File: config.mk
export PLATFORM = sky130hd
export DESIGN_NAME = rcv_dqfifo_rdptr_mstep
export DESIGN_NICKNAME = d
export VERILOG_FILES = /design/src/rtl/rcv_dqfifo_rdptr_mstep.sv
export SDC_FILE = /design/constraint.sdc
export NUM_CORES = 1
export LEC_CHECK = 0
export ABC_AREA = 1
export ABC_CLOCK_PERIOD_IN_PS = 4300
export CAP_MARGIN = 25
export CORE_UTILIZATION = 35
export DETAILED_ROUTE_END_ITERATION = 8
export PLACE_DENSITY = 0.67
export RECOVER_POWER = 25
export REMOVE_ABC_BUFFERS = 1
export SLEW_MARGIN = 25
export SYNTH_ARGS = -nofsm -noshare
export SYNTH_HDL_FRONTEND = slang
export SYNTH_SLANG_ARGS = --single-unit
File: constraint.sdc
create_clock -name clk -period 4.3 [get_ports clk]
set_input_delay 1.075 -clock clk [delete_from_list [all_inputs] [get_ports clk]]
set_output_delay 1.075 -clock clk [all_outputs]
set_load 0.03 [all_outputs]
File: src/rtl/rcv_dqfifo_rdptr_mstep.sv
// Read-side pointer logic for a dual-clock FIFO with multi-entry pops.
// Exported Gray pointer trails the binary pointer one step per cycle so it never moves more than one bit.
module rcv_dqfifo_rdptr_mstep #(
  parameter int ADDR_W    = 8,
  parameter int STEP_W    = 3,
  parameter int AEMPTY_TH = 2
) (
  input  logic              clk,
  input  logic              rst,
  input  logic              flush,
  input  logic [ADDR_W:0]   wr_gptr_sync,
  input  logic              rd_en,
  input  logic [STEP_W-1:0] rd_step,
  output logic [ADDR_W-1:0] rd_addr,
  output logic [ADDR_W:0]   rd_gptr,
  output logic [ADDR_W:0]   level,
  output logic              empty,
  output logic              aempty,
  output logic              underflow,
  output logic              sync_lag
);

  localparam int PW       = ADDR_W + 1;
  localparam int MAX_STEP = 2 ** (STEP_W - 1);

  function automatic logic [PW-1:0] gray2bin(input logic [PW-1:0] g);
    logic [PW-1:0] b;
    b[PW-1] = g[PW-1];
    for (int i = PW - 2; i >= 0; i--) begin
      b[i] = b[i+1] ^ g[i];
    end
    return b;
  endfunction

  logic [PW-1:0] rd_bin;
  logic [PW-1:0] wr_bin_q;
  logic [PW-1:0] exp_bin;
  logic [PW-1:0] exp_nxt;
  logic [PW-1:0] wr_bin_now;
  logic [31:0]   step32;
  logic [31:0]   level32;
  logic          pop_ok;

  assign wr_bin_now = gray2bin(wr_gptr_sync);
  assign level      = wr_bin_q - rd_bin;
  assign empty      = (level == '0);
  assign level32    = 32'(level);
  assign aempty     = (level32 <= 32'(AEMPTY_TH));
  assign rd_addr    = rd_bin[ADDR_W-1:0];
  assign sync_lag   = (exp_bin != rd_bin);

  assign step32 = 32'(rd_step);
  assign pop_ok = (step32 != 32'd0) && (step32 <= 32'(MAX_STEP)) && (step32 <= level32);

  // export pointer chases the current rd_bin one increment at a time
  assign exp_nxt = (exp_bin != rd_bin) ? exp_bin + PW'(1) : exp_bin;

  always_ff @(posedge clk or posedge rst) begin
    if (rst) begin
      rd_bin    <= '0;
      wr_bin_q  <= '0;
      exp_bin   <= '0;
      rd_gptr   <= '0;
      underflow <= 1'b0;
    end else begin
      wr_bin_q  <= wr_bin_now;
      exp_bin   <= exp_nxt;
      rd_gptr   <= exp_nxt ^ (exp_nxt >> 1);
      underflow <= 1'b0;
      if (flush) begin
        rd_bin <= wr_bin_now;
      end else if (rd_en) begin
        if (pop_ok) begin
          rd_bin <= rd_bin + PW'(rd_step);
        end else begin
          underflow <= 1'b1;
        end
      end
    end
  end

endmodule

# --- Word-level counts from Yosys, hierarchy flattened ---
# Cells that the tools add are included.
classes:
  add_sub_neg: 3
  order_cmp: 3
  eq_ne: 1
  mux: 7
  bitwise: 9
  n_reduce_logical: 7
op_table:
  columns: ["op", "count"]
  rows:
  - ["2-to-1 mux 9 bit", 4]
  - ["nonzero test 32 bit", 1]
  - ["adder 9 x 1 -> 9 bit (second input constant)", 1]
  - ["adder 9 x 3 -> 9 bit", 1]
  - ["less-or-equal comparator 3 x 9 -> 1 bit", 1]
  - ["less-or-equal comparator 9 x 2 -> 1 bit (second input constant)", 1]
  - ["logical NOT 9 bit", 1]
  - ["!= test 9 bit", 1]
  - ["subtractor 9 bit", 1]
  - ["XOR 9 x 8 -> 9 bit", 1]
  - ["XOR 1 bit", 8]
  - ["nonzero test 2 bit", 2]
  - ["less-or-equal comparator 3 bit (second input constant)", 1]
  - ["2-to-1 mux 1 bit", 3]
  - ["logical AND 1 bit", 2]
  - ["AND reduction 2 bit", 1]
word_totals:
  regBits: 37
  inputBits: 16
  output_inout_bits: 30
  word_cells: 35

# --- Depth between registers and ports, before layout ---
# Gate-level depths: netlist of run 1.
depth:
  ltp_word: 9
  depth_mapped: 19

# --- Least setup slack after synthesis of run 1 ---
# OpenSTA, ideal clock, no wires.
synth_timing:
  path_type: "register to output"
  start: "reg rd_bin[0]"
  end: "out empty"
  arrival_time_ps: 2614
  required_time_ps: 3225
  path_slack_ps: 611
  path_stages_with_launch: 10
  n_path_buf: 0
  path_cell_list: "dfrtp_1 > ha_1 > fa_1 > inv_1 > nand3_1 > nand2_2 > xnor2_1 > inv_1 > nor3_1 > nor3b_1"
synth_between:
  elab_chain_cells: 2
synth_lines:
  columns: ["item", "line", "rtl"]
  rows:
  - ["start: declaration", "35", "logic [PW-1:0] rd_bin;"]
  - ["start signal: assignment", "71", "rd_bin <= wr_bin_now;"]
  - ["start signal: assignment", "74", "rd_bin <= rd_bin + PW'(rd_step);"]
  - ["subtractor 9 bit", "45", "assign level = wr_bin_q - rd_bin;"]
  - ["via level[4]", "16", "output logic [ADDR_W:0] level,"]
  - ["logical NOT 9 bit", "46", "assign empty = (level == '0);"]
  - ["end: declaration", "17", "output logic empty,"]
# The timed path passes the listed nets, and every way through them passes these cells.

# --- Worst setup path after layout of run 1 ---
layout_timing:
  start: "reg rd_bin[0]"
  end: "out empty"
layout_between:
  elab_chain_cells: 2
layout_lines:
  columns: ["item", "line"]
  rows:
  - ["subtractor 9 bit", "45"]
  - ["logical NOT 9 bit", "46"]
# Every way passes these cells.

==> results.toml, run 1 <==
[grt]
grt_max_degree = 37
grt_pass1_wl_um = 10270
antenna_found_initial = 0
grt_pass1_vias = 2198
grt_overflow_total = 0
grt_util_all_layers = 0.1570

[placement]
hpwl_um = 4686
dp_slack_ns = 0.4164
io_buffers = 45
placed_area_sq_um = 3181
placed_cells = 486
place_congestion = 0.8228

[detailed_routing]
num_vias = 2323
drc = 0
detail_route.wirelength_um = 5908
wl_per_cell_um = 11.96
wl_met2_um = 2753
drtIter0Drc = 113
dr_wl_met3_um = 218
via_per_inst = 4.702
antenna_left = 0
drt-met1-wl_um = 2890
dr.pass1.iters = 4
top_layer_used = "met4"

[synth]
ys_warn_count = 0
synth-seq-cells = 36
synth_top_area_cell = "dfrtp_1"
syn_area_sq_um = 2704
syn-instance-count = 355
synth_top_area_share = 0.3332
synthFlopType = "dfrtp_1"
netlist_top_cells_area = "dfrtp_1 33%, nand2_1 10%, inv_1 8.2%"
synth_edf_count = 0
async_reset_ff_frac = 1.000
synth_seq_area_share = 0.3332
synthDistinctLibCells = 37
synth_area_per_cell_sq_um = 7.616

[sta]
setup_tns_ns = 0
timing.fmax_ghz = 0.2665
relSlewSlack = -0.2857
period_minus_slack_ns = 3.752
finalHoldViolations = 0
skew_ns = 0.004205
setup_ws_ns = 0.5477
slew_viol_final = 37
setup_viol = 0
grt_setup_unrepaired = "false"
post-route-period-util = 0.8726
worst_pin_slew_ns = 1.929

[floorplanning]
die_y_um = 89.90
num_rows = 31
start_util = 0.3669
core_sq_um = 7370
ios = 46
die_x_um = 89.90
die-area_sq_um = 8081

[critical_path]
path_class = "flop to output port"
end_kind = "output port"
cp.arrival_ns = 2.68
required_ns = 3.22
start_kind = "flop"
cp_max_fo = 5

[clocking]
clock_latency_ns = 0.29
clock_path_buffers = 2
clk_pin_slew_ns = 0.08
cts_tree = "yes"
postCtsSetupBuffers = 0
cts_root_buffer = "clkbuf_8"
cts.sinks = 36
htree_levels = 2
cts_buffers = 5

[layout]
fillers = 760
final_cells = 494
seqCellArea_sq_um = 900.9
n_antenna_cell = 0
nets = 427
multi_input_area_sq_um = 1459
layout_common_cells = "75 x nand2_1, 59 x inv_1, 41 x clkdlybuf4s50_1"
final_common_cell = "nand2_1"
areaGrowthSynthToFinish_pct = 21.10
design_area_sq_um = 3274
drive_above_1_share = 0.1114

[power]
power_density_nw_per_um2 = 613.6
p_leak_nw = 1.683
power_mw = 2.009
vdd_drop_max_uv = 180.6

[run_status]
violations = "max-capacitance violations, max-slew violations"
status = "finished, violations left"

[job]
drv_cap = 1

[hold_path]
hold_class = "flop to flop"
logic make-up after synthesis:
logic type,share of synthesized area
AOI/OAI and AO/OA,0.08329
xor gates and xnor gates,0.08977
adders and majority gates,0.08422
buffers and inverters,0.1291
DFF,0.3332
and+or+nand+nor,0.2804
state kept, by name, summed over array words and instances (netlist names):
| name | cells |
|---|---|
| exp_bin | 9 |
| rd_gptr | 8 |
| rd_bin | 9 |
| wr_bin_q | 9 |
| underflow | 1 |
layer usage:
layer / GRT usage / vias up
met5: 0 / -
met4: 0.04839 / 0
met3: 0.03892 / 4
met2: 0.2545 / 51
met1: 0.2064 / 1073
li1: - / 1195
synth_stat cells, drive strengths merged, types with 3 or more instances:
master	number
a21oi	8
buf	12
dfrtp	36
ha	15
inv	65
nand2	87
nand3	39
nand4	6
nor2	18
nor3	5
nor4	3
o21ai	20
xnor2	7
xor2	19
area by class of cell:
type	instances	share of cell area
multi-input combinational	240	0.4455
tap	99	0.03783
sequential	36	0.2751
timing repair buffer	46	0.1402
clock inverter	3	0.005732
clock buffer	5	0.02102
inverter	65	0.07451
timing repair:
| action | CTS | global route |
|---|---|---|
| hold buffers | 0 | 0 |
| setup endpoints to repair | 0 | 2 |
| resized for setup | 0 | 3 |
path summary, 6_finish.rpt:
check                           startpoint          end  depth (start not counted)  slack [ns]
worst max-delay path             rd_bin[0]        empty                         10        0.55
min in group asynchronous              rst   exp_bin[0]                          3        1.91
worst min-delay path            exp_bin[7]   exp_bin[7]                          2        0.62
worst max register to register   rd_bin[0]    rd_bin[6]                         14        1.25
max in group asynchronous              rst  wr_bin_q[0]                          3        1.28
worst min register to register  exp_bin[7]   exp_bin[7]                          2        0.62
critical path: stages, from the launching register on:
cell,delay [ns]
dfrtp_1,0.44
ha_1,0.25
fa_1,0.40
inv_1,0.08
nand3_1,0.08
nand2_2,0.11
xnor2_1,0.15
inv_1,0.13
nor3_2,0.22
nor3b_1,0.21
dlymetal6s2s_1,0.32
where the power goes:
group | total [mW] | switching [mW] | internal (mW) | leakage (nW)
sequential | 0.552 | 0.0991 | 0.452 | 0.432
clock | 0.241 | 0.129 | 0.113 | 0.0479
combinational | 1.22 | 0.737 | 0.479 | 1.20
metrics by stage:
step,utilization,hold WS [ns]
6_report,0.4443,0.6210
3_3_place_gp,0.4316,0.6018
5_1_grt,0.4443,0.6649
2_1_floorplan,-,0.5647
3_5_place_dp,0.4316,0.6103
4_1_cts,0.4435,0.6337
Note: power is estimated with default switching activity, not from simulation.
==> run 2: changes to the inputs <==
--- a/config.mk
+++ b/config.mk
@@ -8,9 +8,11 @@
 export ABC_AREA = 1
 export ABC_CLOCK_PERIOD_IN_PS = 4300
 export CAP_MARGIN = 25
+export CELL_PAD_IN_SITES_DETAIL_PLACEMENT = 0
+export CELL_PAD_IN_SITES_GLOBAL_PLACEMENT = 1
 export CORE_UTILIZATION = 35
 export DETAILED_ROUTE_END_ITERATION = 8
-export PLACE_DENSITY = 0.67
+export PLACE_DENSITY = 0.83
 export RECOVER_POWER = 25
 export REMOVE_ABC_BUFFERS = 1
 export SLEW_MARGIN = 25
==> run 2 against run 1 <==
Effect of this change:
- highest routed layer unchanged
- sequential power hardly changed
- the run now ends clean
- worst hold slack better by 0.010 ns
- global-route usage is 0.94 points higher
==> results.toml, run 2 (synthesis results as in run 1) <==
[sta]
finalHoldViolations = 0
post-route-period-util = 0.9467
grt_setup_unrepaired = "false"
skew_ns = 0.01255
timing.fmax_ghz = 0.2457
setup_tns_ns = 0
relSlewSlack = 0.3296
setup_viol = 0
slew_viol_final = 0
worst_pin_slew_ns = 1.006
period_minus_slack_ns = 4.071

[critical_path]
cp.arrival_ns = 3.00
path_class = "flop to output port"
crit_chain = "ha_1 > fa_1 > inv_1 > nand3_1 > nand2_2 > nand2_2 > nand2_1 > nand2_1 > nand2_2 > inv_2 > nor4_1 > a32o_1 > clkdlybuf4s50_1"
cp_max_fo = 5
worst-path-buf-inv = 3
crit_family = "buffers and inverters"
required_ns = 3.22
start_kind = "flop"
cp_common_cell = "nand2_2"
slowest_stage = "clkdlybuf4s50_1"
max_stage_delay_ns = 0.66
end_kind = "output port"

[hold_path]
hold_class = "flop to flop"

[detailed_routing]
dr.pass1.iters = 4
drc = 0
antenna_left = 0
via_per_inst = 4.713
wl_per_cell_um = 12.22
num_vias = 2328
detail_route.wirelength_um = 6038
drtIter0Drc = 110

[grt]
grt_util_all_layers = 0.1664
grt_pass1_vias = 2288
antenna_found_initial = 0
grt_overflow_total = 0
grt_max_degree = 20
grt_pass1_wl_um = 10980

[floorplanning]
die-area_sq_um = 8081
ios = 46
start_util = 0.3669
num_rows = 31
die_y_um = 89.90
core_sq_um = 7370
die_x_um = 89.90

[layout]
nets = 427
layout_common_cells = "75 x nand2_1, 60 x inv_1, 42 x clkdlybuf4s50_1"
n_antenna_cell = 0
fillers = 750
top_regs = "exp_bin (9), rd_bin (9), wr_bin_q (9)"
areaGrowthSynthToFinish_pct = 20.59
final_common_cell = "nand2_1"
drive_above_1_share = 0.09873
design_area_sq_um = 3261
final_util = 0.4424

[power]
power_density_nw_per_um2 = 613.5
vdd_drop_max_uv = 236.1
p_leak_nw = 1.659

[placement]
placed_area_sq_um = 3181
place_congestion = 0.8432
hpwl_um = 4813
io_buffers = 45

[clocking]
clk_pin_slew_ns = 0.08
cts_root_buffer = "clkbuf_8"
htree_levels = 2
cts_buffers = 5
clock_path_buffers = 2
clock_latency_ns = 0.29
cts_tree = "yes"
postCtsSetupBuffers = 0
cts.sinks = 36

[job]
drv_cap = 0

[run_status]
status = "completed"
## run 2: changes by cell type in the layout (fill, tap and decap cells not counted)
cell | before | now
clkbuf_1 | 1 | 3
clkdlybuf4s50_1 | 41 | 42
clkinv_2 | 2 | 0
dlymetal6s2s_1 | 2 | 1
inv_1 | 59 | 60
inv_2 | 6 | 5
nor3_1 | 3 | 4
nor3_2 | 2 | 1
o21ai_0 | 9 | 10
o21ai_2 | 10 | 9
## run 2: report_power, final
group | switching (mW) | total (mW) | internal, mW | leakage [nW]
Clock | 0.122 | 0.238 | 0.116 | 0.0424
Combinational | 0.732 | 1.21 | 0.476 | 1.18
Sequential | 0.101 | 0.554 | 0.453 | 0.432
## run 2: worst min-delay path, stage by stage (launching register included)
cell	delay [ns]
dfrtp_1	0.40
xor2_1	0.14
inv_1	0.07
## run 2: timing repair
item | in CTS | in global routing
endpoints found under the hold margin | 0 | 0
hold buffers | 0 | 0
gates resized for setup | 0 | 1
setup endpoints to repair | 0 | 1
## run 2: path summary, 6_finish.rpt
path                       cells past startpoint         end  slack [ns]       start
max                                           13      aempty        0.23   rd_bin[0]
min reg2reg                                    2  exp_bin[7]        0.63  exp_bin[7]
max in group asynchronous                      3   underflow        1.61         rst
min                                            2  exp_bin[7]        0.63  exp_bin[7]
max reg2reg                                   14   rd_bin[7]        1.27   rd_bin[0]
min in group asynchronous                      2  exp_bin[6]        1.33         rst
## run 2: layer usage
| layer | vias up | track usage | routed length, um |
|---|---|---|---|
| li1 | 1192 | - | - |
| met3 | 4 | 0.03046 | 262 |
| met4 | 0 | 0.04435 | 48 |
| met2 | 49 | 0.2628 | 2728 |
| met1 | 1083 | 0.2343 | 2998 |
| met5 | - | 0 | 0 |
## run 2: area by class of cell
cell class	instances	area [sq um]	area share
tap	99	123.9	0.03799
multi-input combinational	240	1450	0.4447
inverter	65	244.0	0.07483
clock inverter	1	8.758	0.002686
timing repair buffer	46	456.7	0.1401
sequential	36	900.9	0.2763
clock buffer	7	76.32	0.02341
## run 2: metrics by stage
| stage | worst slack (ns) | hold WS [ns] | std cells | total power, mW |
|---|---|---|---|---|
| 2_1_floorplan | 0.4524 | 0.5647 | 341 | 1.399 |
| 3_3_place_gp | 0.5418 | 0.6005 | 486 | 1.760 |
| 3_5_place_dp | 0.4594 | 0.6136 | 486 | 1.779 |
| 4_1_cts | 0.1475 | 0.6354 | 494 | 2.027 |
| 5_1_grt | 0.05026 | 0.6713 | 494 | 2.185 |
| 6_report | 0.2293 | 0.6310 | 494 | 2.000 |
==> run 3: changes to the inputs <==
--- a/config.mk
+++ b/config.mk
@@ -12,6 +12,7 @@
 export CELL_PAD_IN_SITES_GLOBAL_PLACEMENT = 1
 export CORE_UTILIZATION = 35
 export DETAILED_ROUTE_END_ITERATION = 8
+export MAX_ROUTING_LAYER = met4
 export PLACE_DENSITY = 0.83
 export RECOVER_POWER = 25
 export REMOVE_ABC_BUFFERS = 1
==> constraint.sdc (replaced) <==
create_clock -name clk -period 4.3 [get_ports clk]
set_input_delay 0.43 -clock clk [delete_from_list [all_inputs] [get_ports clk]]
set_output_delay 0.43 -clock clk [all_outputs]
set_load 0.03 [all_outputs]
==> run 3 against run 2 <==
Effect of this change:
- the run now ends with max-capacitance violations, max-slew violations left
- routed wire length is 3.6% lower
- final cell count is the same
- register-to-register slack lost 0.03 ns
- sequential cell count is the same
==> results.toml, run 3 (synthesis results as in run 1) <==
[placement]
io_buffers = 45
hpwl_um = 4703
place_congestion = 0.8505
placed_area_sq_um = 3181
dp_slack_ns = 1.063

[sta]
period_minus_slack_ns = 3.536
timing.fmax_ghz = 0.2828
setup_viol = 0
grt_setup_unrepaired = "false"
slew_viol_final = 37
worst_pin_slew_ns = 1.956
post-route-period-util = 0.8223
relSlewSlack = -0.3042
setup_tns_ns = 0
skew_ns = 0.009627
finalHoldViolations = 0
setup_ws_ns = 0.7642

[grt]
grt_overflow_total = 0
grt_pass1_wl_um = 10450
grt_max_degree = 37
grt_pass1_vias = 2279
grt_util_all_layers = 0.1625
antenna_found_initial = 0

[critical_path]
crit_family = "buffers and inverters"
worst-path-buf-inv = 3
required_ns = 3.87
crit_chain = "ha_1 > fa_1 > inv_1 > nand3_1 > nand2_2 > xnor2_1 > inv_1 > nor3_1 > nor3b_1 > clkdlybuf4s50_1"
crit_cells = 10
cp_common_cell = "inv_1"
start_kind = "flop"
slowest_stage = "clkdlybuf4s50_1"
max_stage_delay_ns = 0.69
path_class = "flop to output port"
cp_max_fo = 5
reg2reg_depth = 14
end_kind = "output port"
cp.arrival_ns = 3.11

[layout]
areaGrowthSynthToFinish_pct = 20.73
fillers = 715
seqCellArea_sq_um = 900.9
layout_common_cells = "75 x nand2_1, 59 x inv_1, 43 x clkdlybuf4s50_1"
design_area_sq_um = 3264
final_common_cell = "nand2_1"
drive_above_1_share = 0.1089
multi_input_area_sq_um = 1454
nets = 427
n_antenna_cell = 0
top_regs = "exp_bin (9), rd_bin (9), wr_bin_q (9)"

[run_status]
status = "finished, violations left"
violations = "max-capacitance violations, max-slew violations"

[clocking]
clk_pin_slew_ns = 0.08
cts_tree = "yes"
cts_root_buffer = "clkbuf_8"
cts.sinks = 36
cts_buffers = 5
postCtsSetupBuffers = 0
holdBufCountCts = 0
clock_path_buffers = 2
htree_levels = 2
cts.repair.resized = 0
clock_latency_ns = 0.29

[floorplanning]
die-area_sq_um = 8081
die_x_um = 89.90
die_y_um = 89.90
core_sq_um = 7370
num_rows = 31
ios = 46
start_util = 0.3669

[hold_path]
hold_depth = 2
hold_class = "flop to flop"

[detailed_routing]
detail_route.wirelength_um = 5822
dr.pass1.iters = 4
antenna_left = 0
num_vias = 2295
drtIter0Drc = 102
drc = 0
via_per_inst = 4.646
wl_per_cell_um = 11.79

[power]
power_mw = 2.002
vdd_drop_max_uv = 248.6
power_density_nw_per_um2 = 613.2
p_leak_nw = 1.645

[job]
drv_cap = 1
## run 3: changes by cell type in the layout (fill, tap and decap cells not counted)
cell,previous run,this run
clkinv_2,0,2
inv_1,60,59
inv_2,5,6
dlymetal6s2s_1,1,0
clkdlybuf4s50_1,42,43
o21ai_2,9,10
clkbuf_1,3,1
o21ai_0,10,9
## run 3: final cells by class
cell class,count,share of cell area
clock buffer,5,0.02108
clock inverter,3,0.005749
inverter,65,0.07474
multi-input combinational,240,0.4454
sequential,36,0.2760
tap,99,0.03795
timing repair buffer,46,0.1391
## run 3: worst reg2reg max path: stages, from the launching register on
cell	delay [ns]
dfrtp_1	0.44
ha_1	0.26
fa_1	0.40
xnor2_1	0.34
inv_1	0.08
ha_1	0.32
nand2_1	0.05
o21ai_0	0.20
nand3_1	0.12
nor3_2	0.20
nand2_2	0.11
nand3_4	0.10
nand2_4	0.15
nand2_1	0.13
o21ai_2	0.06
## run 3: path summary, 6_finish.rpt
check	from	endpoint	slack (ns)
worst min register to register	exp_bin[7]	exp_bin[7]	0.63
worst min-delay path	exp_bin[7]	exp_bin[7]	0.63
max in group asynchronous	rst	underflow	1.88
min in group asynchronous	rst	rd_gptr[6]	1.29
worst max register to register	rd_bin[0]	rd_bin[6]	1.24
worst max-delay path	rd_bin[0]	empty	0.76
## run 3: where the power goes
group / total [mW] / switching, mW / leakage, nW / internal (mW)
registers: 0.551 / 0.0982 / 0.432 / 0.453
clock network: 0.239 / 0.126 / 0.0479 / 0.113
logic: 1.21 / 0.733 / 1.17 / 0.478
## run 3: routing by layer
layer  wire, um  part of all wire  vias up  GRT usage
li1           -                 -     1189          -
met1       2906              0.50     1060     0.2194
met2       2662              0.46       44     0.2571
met3        223             0.038        2    0.02707
met4         29            0.0050        0    0.03629
met5          0                 0        -          -
## run 3: metrics by stage
stage,std cells,hold WS (ns),utilization
after detailed placement,486,0.6141,0.4316
after global placement,486,0.6002,0.4316
after CTS,494,0.5631,0.4435
final,494,0.6306,0.4430
after global routing,494,0.6753,0.4430
after floorplan,341,0.4614,-
